**src/rtl/frame_pkg.sv**
```systemverilog
// Shared definitions for the 1101 serial link: the frame state encoding,
// the default sync pattern, and small constant helpers for sizing counters.
package frame_pkg;

    typedef enum logic [1:0] {
        ST_IDLE    = 2'd0,
        ST_SYNC    = 2'd1,
        ST_PAYLOAD = 2'd2,
        ST_GAP     = 2'd3
    } frame_state_e;

    localparam int         SYNC_W_DEF   = 4;
    localparam logic [3:0] SYNC_PAT_DEF = 4'b1101;

    // Number of bits needed to hold the values 0 .. value-1
    function automatic int clog2(input int value);
        int result;
        int remaining;
        result    = 0;
        remaining = value - 1;
        while (remaining > 0) begin
            result    = result + 1;
            remaining = remaining >> 1;
        end
        return result;
    endfunction

    function automatic int max4(input int a, input int b, input int c, input int d);
        int m;
        m = a;
        if (b > m) m = b;
        if (c > m) m = c;
        if (d > m) m = d;
        return m;
    endfunction

endpackage

```
**src/rtl/piso_shreg.sv**
```systemverilog
// Parallel-load, serial-out shift register. The most significant bit is
// always presented on msb_o; each shift moves the next lower bit into place.
module piso_shreg
    import frame_pkg::*;
#(
    parameter int DATA_W = 8
) (
    input  logic              clk,
    input  logic              rst,
    input  logic              load_i,
    input  logic              shift_i,
    input  logic [DATA_W-1:0] data_i,
    output logic              msb_o
);

    logic [DATA_W-1:0] shreg_q;
    logic [DATA_W-1:0] shreg_d;

    // Load takes priority over shift; otherwise the word holds its value
    always_comb begin
        shreg_d = shreg_q;
        if (load_i) begin
            shreg_d = data_i;
        end else if (shift_i) begin
            shreg_d = shreg_q << 1;
        end
    end

    // Word register, cleared so an aborted frame leaves no stale payload
    always_ff @(posedge clk) begin
        if (rst) begin
            shreg_q <= '0;
        end else begin
            shreg_q <= shreg_d;
        end
    end

    assign msb_o = shreg_q[DATA_W-1];

endmodule

```
**src/rtl/frame_tx_1101.sv**
```systemverilog
// Serial frame transmitter: accepts a payload word over valid/ready, then
// sends the sync pattern and the payload MSB-first, followed by a run of
// forced-zero gap bits. Every output is a registered function of state.
module frame_tx_1101
    import frame_pkg::*;
#(
    parameter int                DATA_W   = 8,
    parameter int                SYNC_W   = SYNC_W_DEF,
    parameter logic [SYNC_W-1:0] SYNC_PAT = SYNC_W'(SYNC_PAT_DEF),
    parameter int                GAP      = 2
) (
    input  logic              clk,
    input  logic              rst,
    input  logic [DATA_W-1:0] tx_data,
    input  logic              tx_valid,
    output logic              tx_ready,
    output logic              data_out,
    output logic              frame_active,
    output logic              tx_done
);

    localparam int CNT_W = clog2(max4(DATA_W, SYNC_W, GAP, 2));

    frame_state_e       state_q;
    frame_state_e       state_d;
    logic [CNT_W-1:0]   cnt_q;
    logic [CNT_W-1:0]   cnt_d;

    logic               data_out_q;
    logic               data_out_d;
    logic               frame_active_q;
    logic               frame_active_d;
    logic               tx_done_q;
    logic               tx_done_d;
    logic               tx_ready_q;
    logic               tx_ready_d;

    logic               accept;
    logic               shiftEn;
    logic               shregMsb;
    logic [SYNC_W-1:0]  syncBits;

    // Payload storage; loaded on accept, shifted once per payload bit sent
    piso_shreg #(
        .DATA_W (DATA_W)
    ) u_piso (
        .clk     (clk),
        .rst     (rst),
        .load_i  (accept),
        .shift_i (shiftEn),
        .data_i  (tx_data),
        .msb_o   (shregMsb)
    );

    // Next state and bit counter; the counter always holds the index of the bit being shown
    always_comb begin
        state_d = state_q;
        cnt_d   = cnt_q;
        accept  = 1'b0;
        case (state_q)
            ST_IDLE: begin
                if (tx_valid && tx_ready_q) begin
                    accept  = 1'b1;
                    state_d = ST_SYNC;
                    cnt_d   = CNT_W'(SYNC_W - 1);
                end
            end
            ST_SYNC: begin
                if (cnt_q == '0) begin
                    state_d = ST_PAYLOAD;
                    cnt_d   = CNT_W'(DATA_W - 1);
                end else begin
                    cnt_d = cnt_q - CNT_W'(1);
                end
            end
            ST_PAYLOAD: begin
                if (cnt_q == '0) begin
                    if (GAP > 0) begin
                        state_d = ST_GAP;
                        cnt_d   = CNT_W'(GAP - 1);
                    end else begin
                        state_d = ST_IDLE;
                        cnt_d   = '0;
                    end
                end else begin
                    cnt_d = cnt_q - CNT_W'(1);
                end
            end
            ST_GAP: begin
                if (cnt_q == '0) begin
                    state_d = ST_IDLE;
                end else begin
                    cnt_d = cnt_q - CNT_W'(1);
                end
            end
            default: begin
                state_d = ST_IDLE;
                cnt_d   = '0;
            end
        endcase
    end

    // Output decode from the upcoming state so the registered outputs line up with it
    always_comb begin
        data_out_d     = 1'b0;
        frame_active_d = 1'b0;
        tx_done_d      = 1'b0;
        tx_ready_d     = 1'b0;
        shiftEn        = 1'b0;
        syncBits       = SYNC_PAT >> cnt_d;
        case (state_d)
            ST_IDLE: begin
                tx_ready_d = 1'b1;
            end
            ST_SYNC: begin
                data_out_d     = syncBits[0];
                frame_active_d = 1'b1;
            end
            ST_PAYLOAD: begin
                data_out_d     = shregMsb;
                frame_active_d = 1'b1;
                tx_done_d      = (cnt_d == '0);
                shiftEn        = 1'b1;
            end
            default: begin
                data_out_d = 1'b0;
            end
        endcase
    end

    // State, counter and output registers; reset aborts any frame in flight
    always_ff @(posedge clk) begin
        if (rst) begin
            state_q        <= ST_IDLE;
            cnt_q          <= '0;
            data_out_q     <= 1'b0;
            frame_active_q <= 1'b0;
            tx_done_q      <= 1'b0;
            tx_ready_q     <= 1'b0;
        end else begin
            state_q        <= state_d;
            cnt_q          <= cnt_d;
            data_out_q     <= data_out_d;
            frame_active_q <= frame_active_d;
            tx_done_q      <= tx_done_d;
            tx_ready_q     <= tx_ready_d;
        end
    end

    assign tx_ready     = tx_ready_q;
    assign data_out     = data_out_q;
    assign frame_active = frame_active_q;
    assign tx_done      = tx_done_q;

endmodule

```
**config.mk**
```make
export PLATFORM = sky130hd
export DESIGN_NAME = frame_tx_1101
export DESIGN_NICKNAME = d
export VERILOG_FILES = /design/src/rtl/frame_pkg.sv /design/src/rtl/piso_shreg.sv /design/src/rtl/frame_tx_1101.sv
export SDC_FILE = /design/constraint.sdc
export NUM_CORES = 1
export LEC_CHECK = 0
export BUFFER_PORTS_ARGS = -buffer_cell sky130_fd_sc_hd__clkbuf_2
export CORE_MARGIN = 1.5
export CORE_UTILIZATION = 50
export CTS_CLUSTER_DIAMETER = 50
export CTS_CLUSTER_SIZE = 24
export DETAILED_ROUTE_END_ITERATION = 12
export PLACE_DENSITY_LB_ADDON = 0.12
export RECOVER_POWER = 100
export SLEW_MARGIN = 10
export SYNTH_ARGS = -nofsm -noshare
export SYNTH_HDL_FRONTEND = slang
export SYNTH_HIERARCHICAL = 1
export SYNTH_SLANG_ARGS = --single-unit
```
**constraint.sdc**
```tcl
create_clock -name clk -period 2.9 [get_ports clk]
set_clock_uncertainty 0.1 [all_clocks]
set_input_delay 0.435 -clock clk [delete_from_list [all_inputs] [get_ports clk]]
set_output_delay 0.435 -clock clk [all_outputs]
set_load 0.02 [all_outputs]
```
==> reports/results.tsv, run 1 <==
metric	value	unit
all-layer global routing usage	0.188	
relative slew slack	0.675	
Post-CTS Setup Bufs	0	
Final Net Count	127	
largest net degree at the start of global routing	17	
Setup violations, final	0	
Pre-antenna DRT Iters	5	
Rows	15	
max-slew violation count	0	
Min-Delay Path Class	input port to flop	
CP max stage delay	470	ps
cell area after synthesis	891	µm²
most frequent cells in the layout	17 x dfxtp_1, 12 x nor2b_1, 10 x clkbuf_2, 8 x inv_1, 8 x a211oi_1	
crit path launch type	flop	
Final WS setup	404	ps
top post-synthesis cells by area	dfxtp_1 38%, ha_1 8.4%, nor2b_1 8.4%	
dominant cell type by area after synthesis	dfxtp_1	
post-route setup TNS	0	ps
Root Buffer Master	clkbuf_4	
drt total wl	1660	µm
post-cts repair resize count	0	
share of layout cells above drive strength 1	0.147	
H-tree Lvls	1	
Overflow after GRT	0	
Area Growth Syn to Fin	9.69	%
Longest Clk Path Bufs	2	
Avg Cell Area, Syn	9.48	µm²
Crit. End Element	flop	
Main synth FF type	dfxtp_1	
I/O pins	15	
Yosys top cell area share	0.382	
clock sink count	17	
Vias per Instance	5.28	
Fmax	0.401	GHz
Warnings, synthesis	6	
GPL Wtd Cong	0.729	
CP top delay family	adder cells	
EDFF count, synth	0	
Worst EP arrival	2580	ps
chip height	45.2	µm
initial antenna violation count	0	
die area	0.00204	mm²
I/O Buffers	14	
crit-path cells	inv_1 -> ha_1 -> nor2b_1 -> inv_1 -> a21oi_1 -> o31a_2 -> ha_1 -> mux2i_1 -> a211oi_1	
PwrDens	1030	mW/mm²
LEAKAGE	0.415	nW
routed length per instance	12.4	µm
worst path buffer plus inverter count	2	
sequential fraction of the synthesis area	0.382	
Tmin final	2500	ps
Final Hold Vio Count	0	
fillers	159	
required time worst endpoint	2990	ps
Final period util	0.861	
commonest non-fill, non-tap cell in the layout	dfxtp_1	
# diodes	0	
Iter 0 DRT Violations	24	
RSZ-0062 raised after global routing	no	
dpl hpwl	1200	µm
Post-CTS Hold Buffers	0	
Die X	45.2	µm
Syn Nets	111	
critical path class	flop to flop	
vias in the first global route	633	
drt drc	0	
Initial Util	0.522	
Synth cell types	29	
core box area	0.00171	mm²
number of synthesized register bits	17	
CTS tree	done	
max cap viols	0	
peak supply drop	0.488	mV
Worst-Skew Late Latency	280	ps
antenna-violating nets left	0	
cells after synthesis	94	
wire length of the first global-routing pass	2770	µm
WHS	285	ps
CP max-delay cell	ha_1	
status	finished, final reports clean	
Setup WS pre-CTS	462	ps
maximum fanout along the worst path	10	
Vias	707	
Worst Max-Slew Pin Slew	487	ps
Multi-input gate area	484	µm²
asr flop ratio synth	0	
cts bufs inserted	3	
storage element area	340	µm²
CTS clk-pin slew, worst paths	100	ps
[synthesized netlist by cell type, types with 2 or more instances]
library cell,number
a211oi_1,8
a21oi_1,3
a21oi_2,2
buf_6,2
dfxtp_1,17
ha_1,6
inv_1,8
mux2i_1,7
nand2_1,3
nand3b_1,2
nor2_1,7
nor2b_1,12
[where the power goes]
group | internal [mW] | leakage [nW] | total [mW] | switching (mW)
registers | 0.312 | 0.139 | 0.371 | 0.0586
clock network | 0.0533 | 0.0150 | 0.124 | 0.0710
logic | 0.229 | 0.261 | 0.508 | 0.279
[flip-flops by register name, summed over array words and instances (netlist names)]
register	flops
data_out	1
u_piso/shreg_q	8
tx_ready	1
tx_done	1
frame_active	1
cnt_q	3
state_q	2
[final cells by class]
| class | instances | share of cell area |
|---|---|---|
| sequential | 17 | 0.348 |
| timing repair buffer | 14 | 0.0666 |
| inverter | 8 | 0.0307 |
| clock buffer | 4 | 0.0269 |
| multi-input combinational | 66 | 0.496 |
| tap | 25 | 0.0320 |
[cells by family after synthesis]
family / Yosys count / share of synthesized area
AND/OR/NAND/NOR: 32 / 0.208
XOR/XNOR: 1 / 0.00983
multiplexers: 7 / 0.0787
buffers and inverters: 11 / 0.0702
flip-flops: 17 / 0.382
adder cells (fa/ha/maj): 6 / 0.0843
AO/OA/AOI/OAI: 20 / 0.167
[stage by stage]
step	cell area, µm²	utilization	power [mW]	instances
2_1_floorplan	891	-	0.792	94
3_3_place_gp	960	0.562	0.875	130
3_5_place_dp	960	0.562	0.885	130
4_1_cts	986	0.577	1.02	134
5_1_grt	977	0.572	1.09	134
6_report	977	0.572	1.00	134
[metal layers]
| metal | vias to the layer above | GRT usage | wire length [µm] |
|---|---|---|---|
| met4 | 0 | 0.0529 | 12 |
| met2 | 13 | 0.283 | 737 |
| met3 | 2 | 0.0480 | 55 |
| met1 | 334 | 0.264 | 855 |
| met5 | - | 0 | 0 |
| li1 | 358 | - | - |
[worst min-delay path, cell delays in order]
cell,delay [ps]
clkbuf_2,80
nand2_1,50
a21oi_1,50
[worst paths after layout]
kind | startpoint | to | slack (ps) | cells past startpoint
setup / recovery | cnt_q[0] | u_piso/shreg_q[7] | 400 | 9
setup reg to reg | cnt_q[0] | u_piso/shreg_q[7] | 400 | 9
hold reg to reg | u_piso/shreg_q[5] | u_piso/shreg_q[5] | 460 | 2
hold / removal | tx_data[0] | u_piso/shreg_q[0] | 280 | 3
Note: power is estimated with default switching activity, not from simulation.
==> run 2, diff against run 1 <==
RECOVER_POWER = unset   (was 100)
==> run 2 against run 1 <==
  * Core utilization increased by 0.51 points
  * Critical path depth unchanged
  * Worst setup slack got worse by 43 ps
  * Global-route usage unchanged
  * Power increased by 1.2%
  * Via count decreased by 0.85%
  * Sequential share of layout area decreased by 0.31 points
  * Hold slack improved by 1.7 ps
  * Largest cell class unchanged
  * Highest routed layer unchanged
==> reports/results.tsv, run 2 (synthesis gave the netlist of run 1 again) <==
metric	value	unit	change
Root Buffer Master	clkbuf_4		
Clk pwr share	0.123		about the same
largest net degree at the start of global routing	17		unchanged
LEAKAGE	0.429	nW	+3.2%
Post-CTS Setup Bufs	0		unchanged
vias in the first global route	633		unchanged
post-cts repair resize count	0		unchanged
max-slew violation count	0		unchanged
Critical Path Sink	u_piso/shreg_q[7]		
all-layer global routing usage	0.188		unchanged
initial antenna violation count	0		unchanged
Tmin final	2540	ps	+42.9 ps
Min-Delay Path Class	input port to flop		
Final Util	0.577		+0.00513
relative slew slack	0.675		about the same
post-route setup TNS	0	ps	unchanged
Area Growth Syn to Fin	10.7	%	
share of layout cells above drive strength 1	0.193		+0.0459
Final period util	0.875		+0.0148
Overflow after GRT	0		unchanged
clock sink count	17		unchanged
max cap viols	0		unchanged
CTS tree	done		
commonest non-fill, non-tap cell in the layout	dfxtp_1		
most frequent cells in the layout	17 x dfxtp_1, 14 x clkbuf_2, 12 x nor2b_1, 8 x inv_1, 8 x a211oi_1		
Worst EP arrival	2620	ps	+40 ps
worst reg2reg path depth	9		unchanged
Vias per Instance	5.23		-0.85%
status	finished, final reports clean		
CP max-delay cell	ha_1		
Die X	45.2	µm	unchanged
PwrDens	1030	mW/mm²	+0.29%
Longest Clk Path Bufs	2		unchanged
cts bufs inserted	3		unchanged
Fmax	0.394	GHz	-1.7%
I/O Buffers	14		unchanged
Sw Share	0.409		+0.00122
die area	0.00204	mm²	unchanged
drt drc	0		unchanged
Worst Max-Slew Pin Slew	487	ps	-0.0535 ps
Worst-Skew Late Latency	280	ps	about the same
Final Net Count	127		unchanged
peak supply drop	0.495	mV	+1.3%
I/O pins	15		unchanged
Int Pwr	600	µW	+0.98%
CP top delay family	adder cells		
core box area	0.00171	mm²	unchanged
antenna-violating nets left	0		unchanged
Seq pwr share	0.365		-0.004
dpl hpwl	1200	µm	unchanged
chip height	45.2	µm	unchanged
CP max stage delay	470	ps	about the same
logic gate share of total power	0.512		+0.005
Setup WS pre-CTS	462	ps	unchanged
Initial Util	0.522		unchanged
Regs by FF count	u_piso/shreg_q x8, cnt_q x3, state_q x2		
largest reg by FF count	u_piso/shreg_q		
crit path from	cnt_q[0]		
Final Hold Vio Count	0		unchanged
Pre-antenna DRT Iters	4		-1
crit-path cells	inv_1 -> ha_1 -> nor2b_1 -> inv_1 -> a21oi_1 -> o31a_2 -> ha_1 -> mux2i_1 -> a211oi_1		
maximum fanout along the worst path	10		unchanged
Setup violations, final	0		unchanged
Largest register FFs	8		unchanged
Vias	701		-0.85%
CTS clk-pin slew, worst paths	100	ps	about the same
crit path launch type	flop		
wire length of the first global-routing pass	2770	µm	unchanged
register-to-register setup slack	360	ps	-40 ps
switching pwr	415	µW	+1.5%
RR Endpoint	u_piso/shreg_q[7]		
Rows	15		unchanged
Final WS setup	361	ps	-42.9 ps
routed length per instance	12.4	µm	+0.42%
H-tree Lvls	1		unchanged
GPL Wtd Cong	0.729		unchanged
Iter 0 DRT Violations	19		-21%
RSZ-0062 raised after global routing	no		
worst path buffer plus inverter count	2		unchanged
# diodes	0		unchanged
Worst R2R Start	cnt_q[0]		
drt total wl	1670	µm	+0.42%
Post-CTS Hold Buffers	0		unchanged
fillers	156		-1.9%
required time worst endpoint	2990	ps	about the same
Crit. End Element	flop		
Crit path depth	9		unchanged
critical path class	flop to flop		
[run 2: cell counts in the layout (fill, tap and decap cells not counted)]
Identical to the previous run, type by type.
[run 2: power by group through the flow]
stage	clock network [mW]	registers, mW	logic [mW]
2_1_floorplan	0	0.371	0.422
3_3_place_gp	0	0.373	0.502
3_5_place_dp	0	0.374	0.511
4_1_cts	0.129	0.370	0.518
5_1_grt	0.137	0.378	0.583
6_report	0.125	0.370	0.520
[run 2: metal layers]
| layer | vias to the layer above | wire [µm] | global-route usage |
|---|---|---|---|
| met4 | 0 | 12 | 0.0529 |
| li1 | 357 | - | - |
| met2 | 13 | 752 | 0.283 |
| met3 | 2 | 63 | 0.0480 |
| met5 | - | 0 | 0 |
| met1 | 329 | 839 | 0.264 |
[run 2: area by class of cell]
type	instances	area (µm²)	area share
Clock buffer	4	26.3	0.0266
Tap cell	25	31.3	0.0317
Multi-Input combinational cell	66	488	0.495
Inverter	8	30.0	0.0305
Timing Repair Buffer	14	70.1	0.0711
Sequential cell	17	340	0.345
[run 2: worst min-delay path by stage]
stage                            from           endpoint  slack [ps]  cells after the start
floorplan                         rst           cnt_q[0]         400                      1
global placement    u_piso/shreg_q[7]  u_piso/shreg_q[7]         440                      2
detailed placement  u_piso/shreg_q[5]  u_piso/shreg_q[5]         440                      2
CTS                        tx_data[0]  u_piso/shreg_q[0]         280                      3
global route               tx_data[0]  u_piso/shreg_q[0]         300                      3
finish                     tx_data[0]  u_piso/shreg_q[0]         290                      3
[run 2: worst register-to-register path: stages (launching register included)]
cell and delay (ps):
dfxtp_1 350, inv_1 90, ha_1 220, nor2b_1 270, inv_1 120, a21oi_1 170, o31a_2 210, ha_1 470
mux2i_1 140, a211oi_1 310
[run 2: through the flow]
stage | instance area [µm²] | std cells | hold WS, ps | power [mW]
after detailed placement | 960 | 130 | 444 | 0.885
after global routing | 986 | 134 | 305 | 1.10
after floorplan | 891 | 94 | 404 | 0.792
final | 986 | 134 | 286 | 1.01
after global placement | 960 | 130 | 439 | 0.875
after CTS | 986 | 134 | 285 | 1.02
